<file path="src/rtl/spi_command_decoder.sv">
// SPI mode-0 slave that turns host command frames into voice-controller fields and strobes.
// SPI pins are oversampled in the i_clk domain; sclk must run at i_clk/8 or slower.
module spi_command_decoder #(
    parameter int          SYNC_STAGES = 2,
    parameter logic [7:0]  OP_TUNING   = 8'h01,
    parameter logic [7:0]  OP_NOTE_ON  = 8'h02,
    parameter logic [7:0]  OP_NOTE_OFF = 8'h03
) (
    input  logic        i_clk,
    input  logic        i_reset,
    input  logic        i_spi_sclk,
    input  logic        i_spi_mosi,
    input  logic        i_spi_cs_n,
    output logic [7:0]  o_SPI_voice_index,
    output logic [31:0] o_SPI_tuning_code,
    output logic [6:0]  o_SPI_velocity,
    output logic        o_SPI_note_status,
    output logic        o_SPI_flag_dds,
    output logic        o_SPI_flag_adsr,
    output logic        o_frame_error,
    output logic [1:0]  o_dbg_state
);

    typedef enum logic [1:0] {S_IDLE, S_OPCODE, S_PAYLOAD, S_DRAIN} state_t;

    state_t r_state, w_next_state;

    logic [SYNC_STAGES-1:0] r_sclk_sync, r_mosi_sync, r_cs_sync;
    logic       r_sclk_prev, r_cs_prev;
    logic [7:0] r_shift;
    logic [2:0] r_bit_cnt;
    logic [2:0] r_byte_idx;
    logic [2:0] r_len;
    logic [7:0] r_opcode;
    logic [7:0] r_stage [5];

    logic       w_sclk, w_mosi, w_cs;
    logic       w_sclk_rise, w_cs_fall, w_cs_rise;
    logic       w_sample, w_byte_done;
    logic [7:0] w_byte;
    logic       w_known;
    logic [2:0] w_len;
    logic       w_load_op, w_store, w_commit, w_err;
    logic [7:0] w_frame [5];

    // Synchronizers reset to 0 so a chip select already held low after reset never looks like a fall.
    always_ff @(posedge i_clk) begin
        if (i_reset) begin
            r_sclk_sync <= '0;
            r_mosi_sync <= '0;
            r_cs_sync   <= '0;
            r_sclk_prev <= 1'b0;
            r_cs_prev   <= 1'b0;
        end else begin
            r_sclk_sync <= {r_sclk_sync[SYNC_STAGES-2:0], i_spi_sclk};
            r_mosi_sync <= {r_mosi_sync[SYNC_STAGES-2:0], i_spi_mosi};
            r_cs_sync   <= {r_cs_sync[SYNC_STAGES-2:0], i_spi_cs_n};
            r_sclk_prev <= w_sclk;
            r_cs_prev   <= w_cs;
        end
    end

    assign w_sclk      = r_sclk_sync[SYNC_STAGES-1];
    assign w_mosi      = r_mosi_sync[SYNC_STAGES-1];
    assign w_cs        = r_cs_sync[SYNC_STAGES-1];
    assign w_sclk_rise = w_sclk & ~r_sclk_prev;
    assign w_cs_fall   = ~w_cs & r_cs_prev;
    assign w_cs_rise   = w_cs & ~r_cs_prev;

    // A rise coinciding with the cs_n rise still counts, so a final byte can complete as cs_n lifts.
    assign w_sample    = w_sclk_rise & (~w_cs | w_cs_rise)
                         & ((r_state == S_OPCODE) | (r_state == S_PAYLOAD));
    assign w_byte      = {r_shift[6:0], w_mosi};
    assign w_byte_done = w_sample & (r_bit_cnt == 3'd7);

    always_comb begin
        w_known = 1'b1;
        w_len   = 3'd0;
        if (w_byte == OP_TUNING)        w_len = 3'd5;
        else if (w_byte == OP_NOTE_ON)  w_len = 3'd2;
        else if (w_byte == OP_NOTE_OFF) w_len = 3'd1;
        else                            w_known = 1'b0;
    end

    always_ff @(posedge i_clk) begin
        if (i_reset) begin
            r_state <= S_IDLE;
        end else begin
            r_state <= w_next_state;
        end
    end

    always_comb begin
        w_next_state = r_state;
        w_load_op    = 1'b0;
        w_store      = 1'b0;
        w_commit     = 1'b0;
        w_err        = 1'b0;
        case (r_state)
            S_IDLE: begin
                if (w_cs_fall) w_next_state = S_IDLE == S_IDLE ? S_OPCODE : S_IDLE;
            end
            S_OPCODE: begin
                if (w_byte_done && w_known && !w_cs_rise) begin
                    w_load_op    = 1'b1;
                    w_next_state = S_PAYLOAD;
                end else if (w_byte_done && !w_known) begin
                    w_err        = 1'b1;
                    w_next_state = w_cs_rise ? S_IDLE : S_DRAIN;
                end else if (w_cs_rise) begin
                    w_err        = 1'b1;
                    w_next_state = S_IDLE;
                end
            end
            S_PAYLOAD: begin
                if (w_byte_done && (r_byte_idx == r_len - 3'd1)) begin
                    w_commit     = 1'b1;
                    w_next_state = w_cs_rise ? S_IDLE : S_DRAIN;
                end else if (w_cs_rise) begin
                    w_err        = 1'b1;
                    w_next_state = S_IDLE;
                end else if (w_byte_done) begin
                    w_store = 1'b1;
                end
            end
            S_DRAIN: begin
                if (w_cs_rise) w_next_state = S_IDLE;
            end
            default: w_next_state = S_IDLE;
        endcase
    end

    always_ff @(posedge i_clk) begin
        if (i_reset) begin
            r_shift    <= '0;
            r_bit_cnt  <= '0;
            r_byte_idx <= '0;
            r_len      <= '0;
            r_opcode   <= '0;
            for (int i = 0; i < 5; i++) r_stage[i] <= '0;
        end else begin
            if (r_state == S_IDLE && w_cs_fall) begin
                r_shift    <= '0;
                r_bit_cnt  <= '0;
                r_byte_idx <= '0;
            end else if (w_sample) begin
                r_shift   <= w_byte;
                r_bit_cnt <= r_bit_cnt + 3'd1;
            end
            if (w_load_op) begin
                r_opcode   <= w_byte;
                r_len      <= w_len;
                r_byte_idx <= '0;
                for (int i = 0; i < 5; i++) r_stage[i] <= '0;
            end else if (w_store) begin
                r_stage[r_byte_idx] <= w_byte;
                r_byte_idx          <= r_byte_idx + 3'd1;
            end
        end
    end

    // Staged payload with the byte completing this cycle merged in at its index.
    always_comb begin
        for (int i = 0; i < 5; i++) begin
            w_frame[i] = (r_byte_idx == 3'(i)) ? w_byte : r_stage[i];
        end
    end

    always_ff @(posedge i_clk) begin
        if (i_reset) begin
            o_SPI_voice_index <= '0;
            o_SPI_tuning_code <= '0;
            o_SPI_velocity    <= '0;
            o_SPI_note_status <= 1'b0;
            o_SPI_flag_dds    <= 1'b0;
            o_SPI_flag_adsr   <= 1'b0;
            o_frame_error     <= 1'b0;
        end else begin
            o_SPI_flag_dds  <= 1'b0;
            o_SPI_flag_adsr <= 1'b0;
            o_frame_error   <= w_err;
            if (w_commit) begin
                o_SPI_voice_index <= w_frame[0];
                if (r_opcode == OP_TUNING) begin
                    o_SPI_tuning_code <= {w_frame[1], w_frame[2], w_frame[3], w_frame[4]};
                    o_SPI_flag_dds    <= 1'b1;
                end else if (r_opcode == OP_NOTE_ON) begin
                    o_SPI_velocity    <= w_frame[1][6:0];
                    o_SPI_note_status <= |w_frame[1][6:0];
                    o_SPI_flag_adsr   <= 1'b1;
                end else begin
                    o_SPI_note_status <= 1'b0;
                    o_SPI_flag_adsr   <= 1'b1;
                end
            end
        end
    end

    assign o_dbg_state = r_state;

endmodule
</file>
<file path="config.mk">
export PLATFORM = sky130hd
export DESIGN_NAME = spi_command_decoder
export DESIGN_NICKNAME = d
export VERILOG_FILES = /design/src/rtl/spi_command_decoder.sv
export SDC_FILE = /design/constraint.sdc
export NUM_CORES = 1
export LEC_CHECK = 0
export ABC_AREA = 1
export ABC_CLOCK_PERIOD_IN_PS = 6300
export CAP_MARGIN = 40
export CORE_MARGIN = 1.5
export CORE_UTILIZATION = 40
export DETAILED_ROUTE_END_ITERATION = 8
export DONT_BUFFER_PORTS = 1
export PLACE_DENSITY = 0.65
export SYNTH_ARGS = -nofsm -noshare
export SYNTH_HDL_FRONTEND = slang
export SYNTH_SLANG_ARGS = --single-unit
</file>
<file path="constraint.sdc">
create_clock -name i_clk -period 6.3 [get_ports i_clk]
set_clock_uncertainty 0.2 [all_clocks]
set_input_delay 0.63 -clock i_clk [delete_from_list [all_inputs] [get_ports i_clk]]
set_output_delay 0.63 -clock i_clk [all_outputs]
set_load 0.02 [all_outputs]
</file>
---- Yosys cells after proc, flatten, opt, wreduce, memory -nomap -nowiden ----
Memory sizes are Yosys's and may differ from the RTL's.
Cells that the tools add are included.
word-level totals
  flip-flop bits (word level) ............. 85
  bits in latches ......................... 0
  bits in writable memories ............... 40
  memory bits (read-only) ................. 0
  bits of input ports ..................... 5
  logic and storage cells ................. 126
  memories kept ........................... 1
memory list
  memory   words  bits a word  rd ports  clocked after Yosys merged registers in  write ports  RTL line  text
  r_stage  5      8            5         0                                        5            35        logic [7:0] r_stage [5];
operators by class
  $add $sub $neg .......................... 3
  $mul .................................... 0
  divide/modulo/power cells ............... 0
  $lt $le $gt $ge ......................... 0
  equality and inequality tests ........... 15
  shift-type cells ........................ 0
  multiplexer cells ....................... 53
  bitwise gates (word level) .............. 18
  reductions and logical operators ........ 18
operators by type and width
  cell                 number
  $mux 8               11
  $mux 1               29
  $eq 8x2->1 const B   3
  $eq 8x1->1 const B   2
  $mux 2               7
  $mux 3               4
  $pmux 2 s4           1
  $reduce_or 8->1      1
  $or 1x1->1           7
  $reduce_or 7->1      1
  $add 3x1->3 const B  2
  $and 1x1->1          6
  $eq 3x2->1 const B   2
  $eq 3x3->1 const B   2
  $reduce_or 2->1      3
  $logic_and 1x1->1    5
  $not 1->1            5
  $eq 2x2->1 const B   2
  $reduce_and 2->1     2
  $eq 3x1->1 const B   1
  $eq 3x3->1           1
  $logic_not 3->1      1
  $reduce_and 3->1     1
  $sub 3x1->3 const B  1
  other kinds (6)      7

---- Logic depth before layout (Yosys ltp) ----
  depth in word-level cells ............... 16
  mapped depth ............................ 13

---- Least setup slack after synthesis ----
No wires, ideal clock.
  path kind ............................... register to register
  from .................................... register r_state[0], in the netlist o_dbg_state[0]
  to ...................................... memory r_stage[1][0] (enable)
  setup time .............................. 0.329 ns
  data arrival time ....................... 2.083 ns
  path slack .............................. 3.688 ns
  stages on the path, launching flop included .. 11
  path buffers ............................ 0
  clock period less this slack ............ 2.612 ns
  path through ............................ dfxtp_1 -> inv_1 -> ha_1 -> nand2_1 -> inv_1 -> nand4_2 -> nor2_2 -> nand3_2 -> nor2_4 -> nand3_4 -> nand2_1
RTL lines
  item                    RTL line  text
  start, declared         26        state_t r_state, w_next_state;
  start signal, assigned  89        r_state <= w_next_state;
  end, declared           35

---- Worst setup path after layout ----
  from .................................... register r_state[0], in the netlist o_dbg_state[0]
  to ...................................... register o_SPI_tuning_code[7]
between the ends
  longest elaborated chain between the ends .. 8
  elaborated cells between the ends (all ways) .. 9
  those cells by class .................... eq/ne (2); mux (2); bitwise (3); reduce/logical (2)
RTL lines
  item                                             RTL line  text
  $eq 2x1->1 / $eq 2x2->1 (equally long branches)  72, 99
  $or 1x1->1                                       72        & ((r_state == S_OPCODE) | (r_state == S_PAYLOAD));
  $and 1x1->1                                      72
  $and 1x1->1                                      74        assign w_byte_done = w_sample & (r_bit_cnt == 3'd7);
  $logic_and 1x1->1                                116       if (w_byte_done && (r_byte_idx == r_len - 3'd1)) begin
  $mux 1                                           116
  $mux 1 (*)                                       99        case (r_state)
  $reduce_and 2->1 (no line) (*)                   -
  end signal, assigned                             185       o_SPI_tuning_code <= {w_frame[1], w_frame[2], w_frame[3], w_frame[4]};
  end, declared                                    15        output logic [31:0] o_SPI_tuning_code,
Every way passes the cells marked *; elsewhere a longest branch is shown, timed or not.
A chain may end at the register's enable or synchronous reset.

==> impl_metrics.tcl <==
set metrics [dict create \
    peakVddDrop_v 0.000187 \
    clk_latency_ns 0.41 \
    synthTopCellsByArea "dfxtp_1 31%, edfxtp_1 22%, nor2_1 8.3%" \
    n_antenna_cell 0 \
    yosysTopAreaCell "dfxtp_1" \
    p_comb_share_pct 3.3 \
    grt_pass1_wl_um 20400 \
    start_util_pct 41.5 \
    core_area_mm2 0.0133 \
    switching_share_pct 21.2 \
    syn_area_mm2 0.00553 \
    clockRootBuffer "clkbuf_16" \
    num-nets-final 666 \
    slowest_delay_ns 0.53 \
    clock-sinks 125 \
    gr-total-overflow 0 \
    async_reset_ff_share_pct 0 \
    cts_buffer_depth 2 \
    hold_buffers 0 \
    ys_types 36 \
    yosys_warnings 0 \
    drtAntennaViolNets 0 \
    rsz0062_at_grt "false" \
    path_cells "inv_1 -> ha_1 -> nand2_1 -> inv_1 -> nand4_2 -> nor2_2 -> nand3_4 -> nor2_8 -> inv_4 -> nor2_2 -> nor2_1" \
    critical_path.startpoint_type "flop" \
    routabilityCongestion 0.899 \
    vias 4210 \
    crit_type "reg2reg" \
    switching_power_uw 398 \
    required_ns 6.40 \
    ioPinCount 58 \
    min_period_over_period_pct 48.5 \
    reg2reg_depth 11 \
    setup_tns_ns 0 \
    rows 42 \
    hp-start "i_reset" \
    drt_wl_total_um 12500 \
    worstMarginPinSlew_ns 0.634 \
    worstPathMaxFanout 33 \
    outcome "completed" \
    first_global_vias 4109 \
    power.density_mw_per_mm2 303 \
    die_area_mm2 0.0145 \
    maxCapViolations 0 \
    drtIter0Drc 327 \
    dr.pass1.iters 5 \
    slew_violations 0 \
    power.share.clock_pct 51.1 \
    ys_ff_latch 125 \
    arrival_ns 3.16 \
    via_per_inst 5.03 \
    die-height_um 121 \
    synth_edf_count 40 \
    hold_end "o_SPI_tuning_code[24]" \
    grt_max_degree 47 \
    top_layer_used "met4" \
    ctsResizeCount 0 \
    dp_hpwl_um 8510 \
    synth_nets 674 \
    synth_area_per_cell_um2 8.43 \
    synth_ff_type "dfxtp_1" \
    whs_path_depth 1 \
    final_hold_viol_count 0 \
    drt-met1-wl_um 5670 \
    total_power_mw 1.87 \
    internal_power_mw 1.48 \
    netlist.area_leader.share_pct 30.8 \
    slew_headroom_pct 57.6 \
    crit_buf_inv 3 \
    synth_cells 656 \
    antenna_found_initial 0 \
    htree_num_levels 4 \
    syn2layout_area_growth_pct 11.7 \
    grt.total_usage_pct 17.9 \
    crit_family "simple AND/OR/NAND/NOR gates" \
    path_clk_slew_ns 0.05 \
    synth.yosys.seq_area_share_pct 52.5 \
    post-cts-setup-buffers 0 \
    wl_per_cell_um 14.9 \
    fmax_mhz 327 \
    setup_viol 0 \
    drc 0 \
    cts_tree "built" \
    regToRegStartpoint "o_dbg_state[0]" \
    nFillCells 1282 \
    layout-drive-gt1-share_pct 14.1 \
    hp-class "in2reg" \
    timing.rr.end "o_SPI_tuning_code[7]" \
    io_buffers 0 \
    wl_met3_um 789 \
    fin_crit_ns 3.06 \
    cts_made_buffers 17 \
    power.leakage_nw 2.54 \
    pwr-share-seq_pct 45.7 \
    dieWidth_um 121 \
    dr_wl_met2_um 5860 \
    reg2reg_slack_ns 3.24 \
    endpoint_kind "flop" \
    crit_slowest_cell "dfxtp_1" \
]
## final cells by class
cell class / count / area, um^2 / area share, %
multi-input combinational: 435 / 2210 / 35.7
timing repair buffer: 1 / 7.51 / 0.121
clock inverter: 10 / 114 / 1.84
sequential: 125 / 2900 / 47.0
tap: 176 / 220 / 3.56
clock buffer: 22 / 474 / 7.67
inverter: 68 / 258 / 4.17
## registers in the layout, summed over array words and instances, names as in the netlist, 2 cells and up
name and cells:
r_shift 7, r_byte_idx 3, r_sclk_sync 2, r_len 3
o_SPI_voice_index 8, o_SPI_velocity 7, r_cs_sync 2, r_opcode 8
r_bit_cnt 3, r_mosi_sync 2, o_dbg_state 2, o_SPI_tuning_code 32
r_stage 40
## power groups by stage
stage                     clock (mW)  sequential, mW  combinational (mW)
after floorplan                    0           0.870              0.0477
after global placement             0           0.872              0.0586
after detailed placement           0           0.873              0.0600
after CTS                      0.974           0.856              0.0604
after global routing            1.01           0.857              0.0683
final                          0.957           0.856              0.0610
## cells in the mapped netlist, types with 6 or more instances
| cell type | count |
|---|---|
| nand2_1 | 106 |
| clkbuf_1 | 14 |
| buf_6 | 7 |
| nand3_1 | 19 |
| nor2_2 | 31 |
| nand2_2 | 6 |
| o21ai_0 | 69 |
| nor2_1 | 123 |
| a21oi_1 | 24 |
| o21ai_1 | 8 |
| dfxtp_1 | 85 |
| inv_1 | 61 |
| edfxtp_1 | 40 |
| mux2_2 | 8 |
| ha_1 | 13 |
## layer usage
layer  GRT usage (%)  up-vias
li1                -     2092
met1            23.2     1988
met2            28.9      115
met3            5.85       15
met4            4.78        0
met5               0        -
## worst max-delay path by stage
stage / from / end / cells after the start
6_report: o_dbg_state[0] / o_SPI_tuning_code[7] / 11
5_1_grt: o_dbg_state[0] / o_SPI_tuning_code[31] / 11
4_1_cts: o_dbg_state[0] / o_SPI_tuning_code[7] / 11
3_5_place_dp: o_dbg_state[0] / o_SPI_tuning_code[7] / 11
3_3_place_gp: o_dbg_state[0] / o_SPI_tuning_code[0] / 11
2_1_floorplan: o_dbg_state[0] / r_stage[1][0] / 10
## kinds of logic (layout without fill, tap and decap cells)
logic type	count (synthesis)	in the layout	share of synthesized area, %
compound gates	110	110	10.3
xor+xnor	2	2	0.317
fa+ha+maj	13	13	2.94
buf+inv	96	101	7.67
flops	125	125	52.5
mux	8	8	1.63
simple gates	302	302	24.7
## layout by cell type (no fill, tap or decap), types with 2 or more instances in the layout
cell type and n:
nor2_1 123, nand2_1 106, dfxtp_1 85, o21ai_0 69, inv_1 61, edfxtp_1 40, nor2_2 31, a21oi_1 24
nand3_1 19, clkbuf_16 17, ha_1 13, o21ai_1 8, mux2_2 8, nand2_2 6, inv_2 5, nand4_1 5
nor2_4 3, nand3_4 3, o22ai_1 3, clkbuf_8 3, clkinv_2 3, nand3_2 2, inv_4 2, nor3_1 2
a31oi_1 2, clkinv_4 2, clkinvlp_4 2, clkbuf_1 2, bufinv_16 2
## per-stage QoR
step | instances | cell area (um^2) | setup slack, ns | hold slack [ns] | utilization, %
detailed placement | 805 | 5590 | 3.28 | 0.202 | 41.9
global placement | 805 | 5590 | 3.34 | 0.193 | 41.9
finish | 837 | 6180 | 3.24 | 0.0842 | 46.3
floorplan | 656 | 5530 | 3.69 | 0.188 | -
CTS | 837 | 6180 | 3.22 | 0.0659 | 46.3
global route | 837 | 6180 | 2.95 | 0.0652 | 46.3
Power figures use the tool's default switching activity.
